## src/rtl/gsense_rx_train_ctrl.sv

```systemverilog
// Shared training sequencer for the GSENSE LVDS lanes: per-lane tap-window scan,
// centring, bitslip alignment, lock verification and post-lock monitoring/retrain.
module gsense_rx_train_ctrl #(
    parameter int unsigned LANES      = 4,
    parameter int unsigned DATA_BITS  = 12,
    parameter int unsigned TAP_BITS   = 5,
    parameter int unsigned MIN_WINDOW = 8,
    parameter int unsigned SETTLE     = 16,
    parameter int unsigned LOCK_CHECK = 64,
    parameter int unsigned ERR_LIMIT  = 4,
    parameter int unsigned RETRIES    = 2
) (
    input  logic                       clkdiv,
    input  logic                       rst_n,
    input  logic                       start,
    input  logic                       in_train,
    input  logic [DATA_BITS-1:0]       training_pattern,
    input  logic [LANES*DATA_BITS-1:0] word,
    input  logic [LANES-1:0]           word_valid,
    output logic [LANES-1:0]           dly_rst,
    output logic [LANES-1:0]           dly_inc,
    output logic [LANES-1:0]           bitslip,
    output logic [LANES-1:0]           lane_locked,
    output logic [LANES-1:0]           lane_fail,
    output logic                       all_locked,
    output logic                       busy,
    output logic [7:0]                 dbg_lane,
    output logic [TAP_BITS-1:0]        dbg_tap
);
    localparam int unsigned WIN_W   = TAP_BITS + 1;
    localparam int unsigned CNT_MAX = (LOCK_CHECK > SETTLE) ? LOCK_CHECK : SETTLE;
    localparam int unsigned CNT_W   = $clog2(CNT_MAX + 1);
    localparam int unsigned SLIP_W  = $clog2(DATA_BITS + 1);
    localparam int unsigned RTY_W   = $clog2(RETRIES + 1);
    localparam int unsigned ERR_W   = $clog2(ERR_LIMIT + 1);
    localparam logic [CNT_W-1:0]    SETTLE_LAST = CNT_W'(SETTLE - 1);
    localparam logic [CNT_W-1:0]    LOCK_LAST   = CNT_W'(LOCK_CHECK - 1);
    localparam logic [ERR_W-1:0]    ERR_LAST    = ERR_W'(ERR_LIMIT - 1);
    localparam logic [TAP_BITS-1:0] TAP_MAX     = '1;

    typedef enum logic [3:0] {
        ST_IDLE, ST_RST, ST_SCAN_SETTLE, ST_SCAN_CHECK, ST_SCAN_STEP, ST_SEEK,
        ST_SLIP, ST_SLIP_CHECK, ST_VERIFY, ST_NEXT, ST_MONITOR
    } state_t;

    state_t               r_state;
    logic [7:0]           r_lane;
    logic [TAP_BITS-1:0]  r_tap;
    logic [1:0]           r_sub;
    logic [CNT_W-1:0]     r_cnt;
    logic [DATA_BITS-1:0] r_ref;
    logic                 r_have_ref;
    logic                 r_stable;
    logic [TAP_BITS-1:0]  r_cur_start;
    logic [WIN_W-1:0]     r_cur_len;
    logic [TAP_BITS-1:0]  r_best_start;
    logic [WIN_W-1:0]     r_best_len;
    logic [WIN_W-1:0]     r_target;
    logic [SLIP_W-1:0]    r_slips;
    logic [RTY_W-1:0]     r_retry;
    logic                 r_mon;
    logic [LANES-1:0]     r_req;
    logic [ERR_W-1:0]     r_err [LANES];
    logic [LANES-1:0]     r_dly_rst, r_dly_inc, r_bitslip, r_locked, r_fail;
    logic                 r_all_locked, r_busy;

    logic [DATA_BITS-1:0] w_cur_word;
    logic                 w_cur_valid;
    logic                 w_cur_match;
    logic                 w_stable_now;
    logic                 w_retry_last;
    logic                 w_fail_evt;
    logic [LANES-1:0]     w_mon_match;
    logic                 w_req_any;
    logic [7:0]           w_req_idx;
    logic [7:0]           w_next_lane;

    function automatic logic [LANES-1:0] lane_bit(input logic [7:0] idx);
        lane_bit = '0;
        for (int i = 0; i < LANES; i++) begin
            if (idx == 8'(i)) lane_bit[i] = 1'b1;
        end
    endfunction

    // Current-lane word select, per-lane monitor compare, lowest pending retrain request
    always_comb begin
        w_cur_word  = '0;
        w_cur_valid = 1'b0;
        w_mon_match = '0;
        w_req_idx   = '0;
        for (int i = 0; i < LANES; i++) begin
            w_mon_match[i] = (word[i*DATA_BITS +: DATA_BITS] == training_pattern);
            if (r_lane == 8'(i)) begin
                w_cur_word  = word[i*DATA_BITS +: DATA_BITS];
                w_cur_valid = word_valid[i];
            end
        end
        for (int i = LANES - 1; i >= 0; i--) begin
            if (r_req[i]) w_req_idx = 8'(i);
        end
    end

    assign w_req_any    = |r_req;
    assign w_next_lane  = r_lane + 8'd1;
    assign w_cur_match  = (w_cur_word == training_pattern);
    assign w_stable_now = r_stable && (w_cur_word == r_ref);
    assign w_retry_last = (32'(r_retry) + 32'd1) >= RETRIES;

    // Any event that sends the current lane down the retry path
    always_comb begin
        w_fail_evt = 1'b0;
        case (r_state)
            ST_SEEK:       w_fail_evt = (r_sub == 2'd0) && (r_best_len < WIN_W'(MIN_WINDOW));
            ST_SLIP_CHECK: w_fail_evt = w_cur_valid && !w_cur_match && (r_slips == SLIP_W'(DATA_BITS));
            ST_VERIFY:     w_fail_evt = w_cur_valid && !w_cur_match;
            default:       w_fail_evt = 1'b0;
        endcase
    end

    always_ff @(posedge clkdiv or negedge rst_n) begin
        if (!rst_n) begin
            r_state      <= ST_IDLE;
            r_lane       <= '0;
            r_tap        <= '0;
            r_sub        <= '0;
            r_cnt        <= '0;
            r_ref        <= '0;
            r_have_ref   <= 1'b0;
            r_stable     <= 1'b0;
            r_cur_start  <= '0;
            r_cur_len    <= '0;
            r_best_start <= '0;
            r_best_len   <= '0;
            r_target     <= '0;
            r_slips      <= '0;
            r_retry      <= '0;
            r_mon        <= 1'b0;
            r_req        <= '0;
            for (int i = 0; i < LANES; i++) r_err[i] <= '0;
            r_dly_rst    <= '0;
            r_dly_inc    <= '0;
            r_bitslip    <= '0;
            r_locked     <= '0;
            r_fail       <= '0;
            r_all_locked <= 1'b0;
            r_busy       <= 1'b0;
        end else begin
            r_dly_rst    <= '0;
            r_dly_inc    <= '0;
            r_bitslip    <= '0;
            r_all_locked <= (&(r_locked | r_fail)) && (|r_locked);
            if (w_fail_evt) begin
                r_retry <= r_retry + RTY_W'(1);
                if (w_retry_last) begin
                    r_fail  <= r_fail | lane_bit(r_lane);
                    r_state <= r_mon ? ST_MONITOR : ST_NEXT;
                    r_busy  <= !r_mon;
                end else begin
                    r_state   <= ST_RST;
                    r_sub     <= '0;
                    r_dly_rst <= lane_bit(r_lane);
                end
            end else begin
                case (r_state)
                    ST_IDLE: if (start) begin
                        r_lane    <= '0;
                        r_retry   <= '0;
                        r_mon     <= 1'b0;
                        r_req     <= '0;
                        r_locked  <= r_locked & ~lane_bit(8'd0);
                        r_dly_rst <= lane_bit(8'd0);
                        r_sub     <= '0;
                        r_busy    <= 1'b1;
                        r_state   <= ST_RST;
                    end
                    ST_RST: if (r_sub == 2'd0) begin
                        r_dly_rst <= lane_bit(r_lane);
                        r_sub     <= 2'd1;
                    end else begin
                        r_tap        <= '0;
                        r_cnt        <= '0;
                        r_cur_len    <= '0;
                        r_cur_start  <= '0;
                        r_best_len   <= '0;
                        r_best_start <= '0;
                        r_slips      <= '0;
                        r_state      <= ST_SCAN_SETTLE;
                    end
                    ST_SCAN_SETTLE: if (w_cur_valid) begin
                        if (r_cnt == SETTLE_LAST) begin
                            r_cnt      <= '0;
                            r_have_ref <= 1'b0;
                            r_state    <= ST_SCAN_CHECK;
                        end else r_cnt <= r_cnt + CNT_W'(1);
                    end
                    ST_SCAN_CHECK: if (w_cur_valid) begin
                        if (!r_have_ref) begin
                            r_ref      <= w_cur_word;
                            r_have_ref <= 1'b1;
                            r_stable   <= 1'b1;
                            r_cnt      <= '0;
                        end else if (r_cnt == SETTLE_LAST) begin
                            if (w_stable_now) begin
                                if (r_cur_len == '0) r_cur_start <= r_tap;
                                r_cur_len <= r_cur_len + WIN_W'(1);
                            end else begin
                                if (r_cur_len > r_best_len) begin
                                    r_best_len   <= r_cur_len;
                                    r_best_start <= r_cur_start;
                                end
                                r_cur_len <= '0;
                            end
                            r_state <= ST_SCAN_STEP;
                        end else begin
                            r_cnt <= r_cnt + CNT_W'(1);
                            if (w_cur_word != r_ref) r_stable <= 1'b0;
                        end
                    end
                    ST_SCAN_STEP: if (r_tap == TAP_MAX) begin
                        if (r_cur_len > r_best_len) begin
                            r_best_len   <= r_cur_len;
                            r_best_start <= r_cur_start;
                        end
                        r_sub   <= '0;
                        r_state <= ST_SEEK;
                    end else begin
                        r_dly_inc <= lane_bit(r_lane);
                        r_tap     <= r_tap + TAP_BITS'(1);
                        r_cnt     <= '0;
                        r_state   <= ST_SCAN_SETTLE;
                    end
                    // Return to tap 0, then step up to the window centre at one tap per 2 cycles
                    ST_SEEK: case (r_sub)
                        2'd0: begin
                            r_target  <= WIN_W'(r_best_start) + (r_best_len >> 1);
                            r_dly_rst <= lane_bit(r_lane);
                            r_tap     <= '0;
                            r_sub     <= 2'd1;
                        end
                        2'd1: r_sub <= 2'd2;
                        2'd2: if ({1'b0, r_tap} == r_target) begin
                            r_cnt <= '0;
                            r_sub <= 2'd3;
                        end else begin
                            r_dly_inc <= lane_bit(r_lane);
                            r_tap     <= r_tap + TAP_BITS'(1);
                            r_sub     <= 2'd1;
                        end
                        default: if (w_cur_valid) begin
                            if (r_cnt == SETTLE_LAST) r_state <= ST_SLIP_CHECK;
                            else r_cnt <= r_cnt + CNT_W'(1);
                        end
                    endcase
                    ST_SLIP_CHECK: if (w_cur_valid) begin
                        r_cnt   <= '0;
                        r_sub   <= '0;
                        r_state <= w_cur_match ? ST_VERIFY : ST_SLIP;
                    end
                    ST_SLIP: if (r_sub == 2'd0) begin
                        r_bitslip <= lane_bit(r_lane);
                        r_slips   <= r_slips + SLIP_W'(1);
                        r_cnt     <= '0;
                        r_sub     <= 2'd1;
                    end else if (w_cur_valid) begin
                        if (r_cnt == SETTLE_LAST) r_state <= ST_SLIP_CHECK;
                        else r_cnt <= r_cnt + CNT_W'(1);
                    end
                    ST_VERIFY: if (w_cur_valid) begin
                        if (r_cnt == LOCK_LAST) begin
                            r_locked <= r_locked | lane_bit(r_lane);
                            r_state  <= r_mon ? ST_MONITOR : ST_NEXT;
                            r_busy   <= !r_mon;
                        end else r_cnt <= r_cnt + CNT_W'(1);
                    end
                    ST_NEXT: if (r_lane == 8'(LANES - 1)) begin
                        for (int i = 0; i < LANES; i++) r_err[i] <= '0;
                        r_busy  <= 1'b0;
                        r_state <= ST_MONITOR;
                    end else begin
                        r_lane    <= w_next_lane;
                        r_retry   <= '0;
                        r_locked  <= r_locked & ~lane_bit(w_next_lane);
                        r_dly_rst <= lane_bit(w_next_lane);
                        r_sub     <= '0;
                        r_state   <= ST_RST;
                    end
                    ST_MONITOR: if (!start) begin
                        r_state <= ST_IDLE;
                    end else begin
                        for (int i = 0; i < LANES; i++) begin
                            if (r_locked[i] && in_train && word_valid[i]) begin
                                if (w_mon_match[i]) r_err[i] <= '0;
                                else if (r_err[i] == ERR_LAST) begin
                                    r_err[i]    <= '0;
                                    r_locked[i] <= 1'b0;
                                    r_req[i]    <= 1'b1;
                                end else r_err[i] <= r_err[i] + ERR_W'(1);
                            end
                        end
                        if (w_req_any) begin
                            r_lane    <= w_req_idx;
                            r_req     <= r_req & ~lane_bit(w_req_idx);
                            r_retry   <= '0;
                            r_mon     <= 1'b1;
                            r_dly_rst <= lane_bit(w_req_idx);
                            r_sub     <= '0;
                            r_busy    <= 1'b1;
                            r_state   <= ST_RST;
                        end
                    end
                    default: r_state <= ST_IDLE;
                endcase
            end
        end
    end

    assign dly_rst     = r_dly_rst;
    assign dly_inc     = r_dly_inc;
    assign bitslip     = r_bitslip;
    assign lane_locked = r_locked;
    assign lane_fail   = r_fail;
    assign all_locked  = r_all_locked;
    assign busy        = r_busy;
    assign dbg_lane    = r_lane;
    assign dbg_tap     = r_tap;
endmodule
```

## config.mk

```make
export PLATFORM = sky130hd
export DESIGN_NAME = gsense_rx_train_ctrl
export DESIGN_NICKNAME = d
export VERILOG_FILES = /design/src/rtl/gsense_rx_train_ctrl.sv
export SDC_FILE = /design/constraint.sdc
export NUM_CORES = 1
export LEC_CHECK = 0
export CORE_ASPECT_RATIO = 1.25
export CORE_MARGIN = 3
export CORE_UTILIZATION = 57
export DETAILED_ROUTE_END_ITERATION = 10
export HOLD_SLACK_MARGIN = 0.02
export PLACE_DENSITY_LB_ADDON = 0.3
export SETUP_SLACK_MARGIN = 0.5
export SLEW_MARGIN = 20
export SYNTH_ARGS = -nofsm -noshare
export SYNTH_HDL_FRONTEND = slang
export SYNTH_SLANG_ARGS = --single-unit
```

## constraint.sdc

```tcl
create_clock -name clkdiv -period 4.8 [get_ports clkdiv]
set_input_delay 1.44 -clock clkdiv [delete_from_list [all_inputs] [get_ports clkdiv]]
set_output_delay 1.44 -clock clkdiv [all_outputs]
set_load 0.02 [all_outputs]
```

==> results.tsv <==
stage	metric	value	unit
cts	ctsResizeCount	0	
routing	num_vias	7810	
setup_path	crit_top_cell	nand2_1	
cts	clk_pin_slew	0.06	ns
yosys	synth_cell_types	67	
cts	clockRootBuffer	clkbuf_16	
place	gp_congestion	0.913	
final_layout	seqCellArea	2830	sq um
cts	hold_buffers	0	
yosys	synth_warnings	0	
setup_path	required	5.14	ns
grt	grt_pass1_vias	7575	
final_layout	nets	1176	
place	place_ws	0.209	ns
timing	rsz0062_at_grt	no	
pwr	ir_worst_vdd	0.383	mV
final_layout	mostFrequentLayoutCells	nand2_1 (147), dfrtp_1 (113), clkdlybuf4s50_1 (101)	
final_layout	nFillCells	1121	
place	port_buffers	102	
cts	cts_setup_buffers	0	
pwr	power_frac_comb	47.9	%
yosys	yosys_register_bits	113	
die	die_y	140	microns
pwr	pwr-share-seq	25.9	%
cts	clk_latency	0.42	ns
routing	drt_pre_antenna_iters	8	
pwr	power	4.95	mW
setup_path	path_class	in2reg	
yosys	synth_nets	1098	
yosys	synth_largest_area_cell	dfrtp_1	
timing	tightest_slew	1.07	ns
routing	routedWlPerCell	18.6	microns
setup_path	start_kind	input pin	
grt	grt_max_degree	69	
grt	grt_antenna_before_repair	0	
timing	setup_slack	0.688	ns
final_layout	diodes	0	
yosys	synth_top_area_share	34.7	%
setup_path	critPathSlowestCell	clkdlybuf4s50_1	
timing	holdWs	0.486	ns
status	status	finished clean	
yosys	ys_seq_area_share	34.7	%
setup_path	crit_path_end_kind	flip-flop	
cts	cts_buffers	17	
timing	min_period	4.11	ns
timing	skew	0.00985	ns
timing	drv_slew	0	
grt	overflow	0	
die	die-area	15800	sq um
setup_path	cpPeakStageDelay	0.50	ns
place	hpwl	17300	microns
pwr	leakage	4.23	nW
cts	cts_buffer_depth	2	
timing	fin_crit_sh	85.7	%
pwr	switchingPower	2.10	mW
cts	h-tree-depth	4	
die	row_count	48	
pwr	p_int	2.85	mW
die	core	13900	sq um
job	drv_cap	0	
yosys	synth_area	8160	sq um
yosys	synth_edf_count	0	
yosys	syn_avg_cell_area	8.19	sq um
die	die_x	113	microns
grt	grt_pass1_wl	37900	microns
timing	setup_viol	0	
pwr	clkPwrFrac	26.3	%
timing	slew-limit-headroom	28.4	%
grt	grt_util_all_layers	29.8	%
die	io_pins	103	
final_layout	multi_input_area	4920	sq um
yosys	ys.flop_type	dfrtp_1	
final_layout	final_util	71.2	%
setup_path	crit_path_max_fanout	12	
timing	hold_violations	0	
routing	drc	0	
routing	ant_nets	0	
pwr	p_sw_share	42.5	%
yosys	syn_inst	996	
die	initial_core_util	58.6	%
routing	vias_per_cell	6.19	
timing	setup-tns-final	0	ns
min_path	hold_class	reg2reg	
routing	totalWireLength	23500	microns
setup_path	worst_ep_arrival_time	4.45	ns
routing	first_iter_violations	730	
final_layout	final_common_cell	nand2_1	
cts	cts.sinks	113	
yosys	ys_async_sr_fraction	100	%
cts	tritoncts	done	
timing	max_freq	243	MHz
final_layout	area_growth	21.6	%
yosys	synth.area.top_cells	dfrtp_1 (35%), nand2_1 (6.8%), xnor2_1 (5.6%)	
pwr	powerDensity	499	nW/um^2
setup_path	crit_chain	clkdlybuf4s50_1 > nand2_1 > o211a_1 > o31a_1 > nor4b_2 > nand4_1 > o31ai_4 > buf_4 > and3_1 > nand2_1 > mux2i_1	
final_layout	drive_gt1_share	6.72	%
==> layout make-up <==
| cell class | instances | area share [%] |
|---|---|---|
| inverter | 48 | 1.82 |
| clock inverter | 15 | 1.88 |
| timing repair buffer | 120 | 11.8 |
| tap | 175 | 2.21 |
| sequential | 113 | 28.5 |
| clock buffer | 17 | 4.29 |
| multi-input combinational | 774 | 49.6 |
==> cell usage after synthesis, drive strengths merged (8+ instances only) <==
library cell	count
a21oi	36
a31oi	8
and3	18
buf	10
clkbuf	51
dfrtp	113
ha	33
inv	48
mux2	8
mux2i	31
nand2	147
nand2b	15
nand3	31
nand4	23
nor2	62
nor2b	18
nor3	31
nor4	23
o211a	8
o211ai	10
o21ai	89
o31ai	13
or3	10
xnor2	52
xor2	22
==> worst paths after layout <==
| check | slack (ns) | endpoint | cells after the start | from |
|---|---|---|---|---|
| max in group asynchronous | 2.92 | r_cur_len[4] | 2 | rst_n |
| hold reg to reg | 0.49 | r_err[9] | 1 | r_err[9] |
| min in group asynchronous | 1.13 | bitslip[1] | 1 | rst_n |
| hold / removal | 0.49 | r_err[9] | 1 | r_err[9] |
| setup / recovery | 0.69 | dbg_tap[0] | 11 | word[1] |
| setup reg to reg | 0.70 | dbg_tap[0] | 10 | dbg_lane[5] |
==> per-stage QoR <==
step	cell area, sq um	instances
detailed placement	9310	1230
global placement	9310	1230
finish	9920	1262
global route	9920	1262
floorplan	8160	996
CTS	9920	1262
==> worst max-delay path: cells and delay by family <==
family | cells | cell delay, ns
buffers and inverters | 2 | 0.76
muxes | 1 | 0.19
AOI/OAI and AO/OA | 3 | 1.03
and+or+nand+nor | 5 | 1.02
==> power by group through the flow <==
stage	combinational, mW	sequential (mW)	clock (mW)
after floorplan	1.69	1.27	0
after global routing	2.59	1.30	1.36
final	2.37	1.28	1.30
after CTS	2.34	1.27	1.31
after global placement	2.27	1.28	0
after detailed placement	2.30	1.29	0
==> cells by family (layout without fill, tap and decap cells) <==
group | count (synthesis) | in the layout | share of synthesized area [%]
flip-flops | 113 | 113 | 34.7
AND/OR/NAND/NOR | 397 | 397 | 23.9
multiplexers | 39 | 39 | 4.91
AO/OA/AOI/OAI | 230 | 230 | 18.0
adder cells (fa/ha/maj) | 34 | 34 | 5.31
XOR/XNOR | 74 | 74 | 7.94
buffers and inverters | 109 | 200 | 5.31
==> sequential cells by signal (all words and copies together), names as in the netlist, 5 cells and up <==
signal        count
r_err            12
r_ref            12
r_cnt             7
dbg_tap           5
r_best_start      5
r_target          6
r_best_len        6
r_cur_len         6
r_cur_start       5
dbg_lane          8
==> metal layers <==
layer  vias up  global-route usage (%)  part of all wire (%)
li1       3676                       -                     -
met1      3720                    36.0                    39
met2       346                    52.2                    51
met3        68                    4.70                   6.0
met4         0                    13.0                   3.7
met5         -                       0                     0
(Power assumes the default switching activity.)
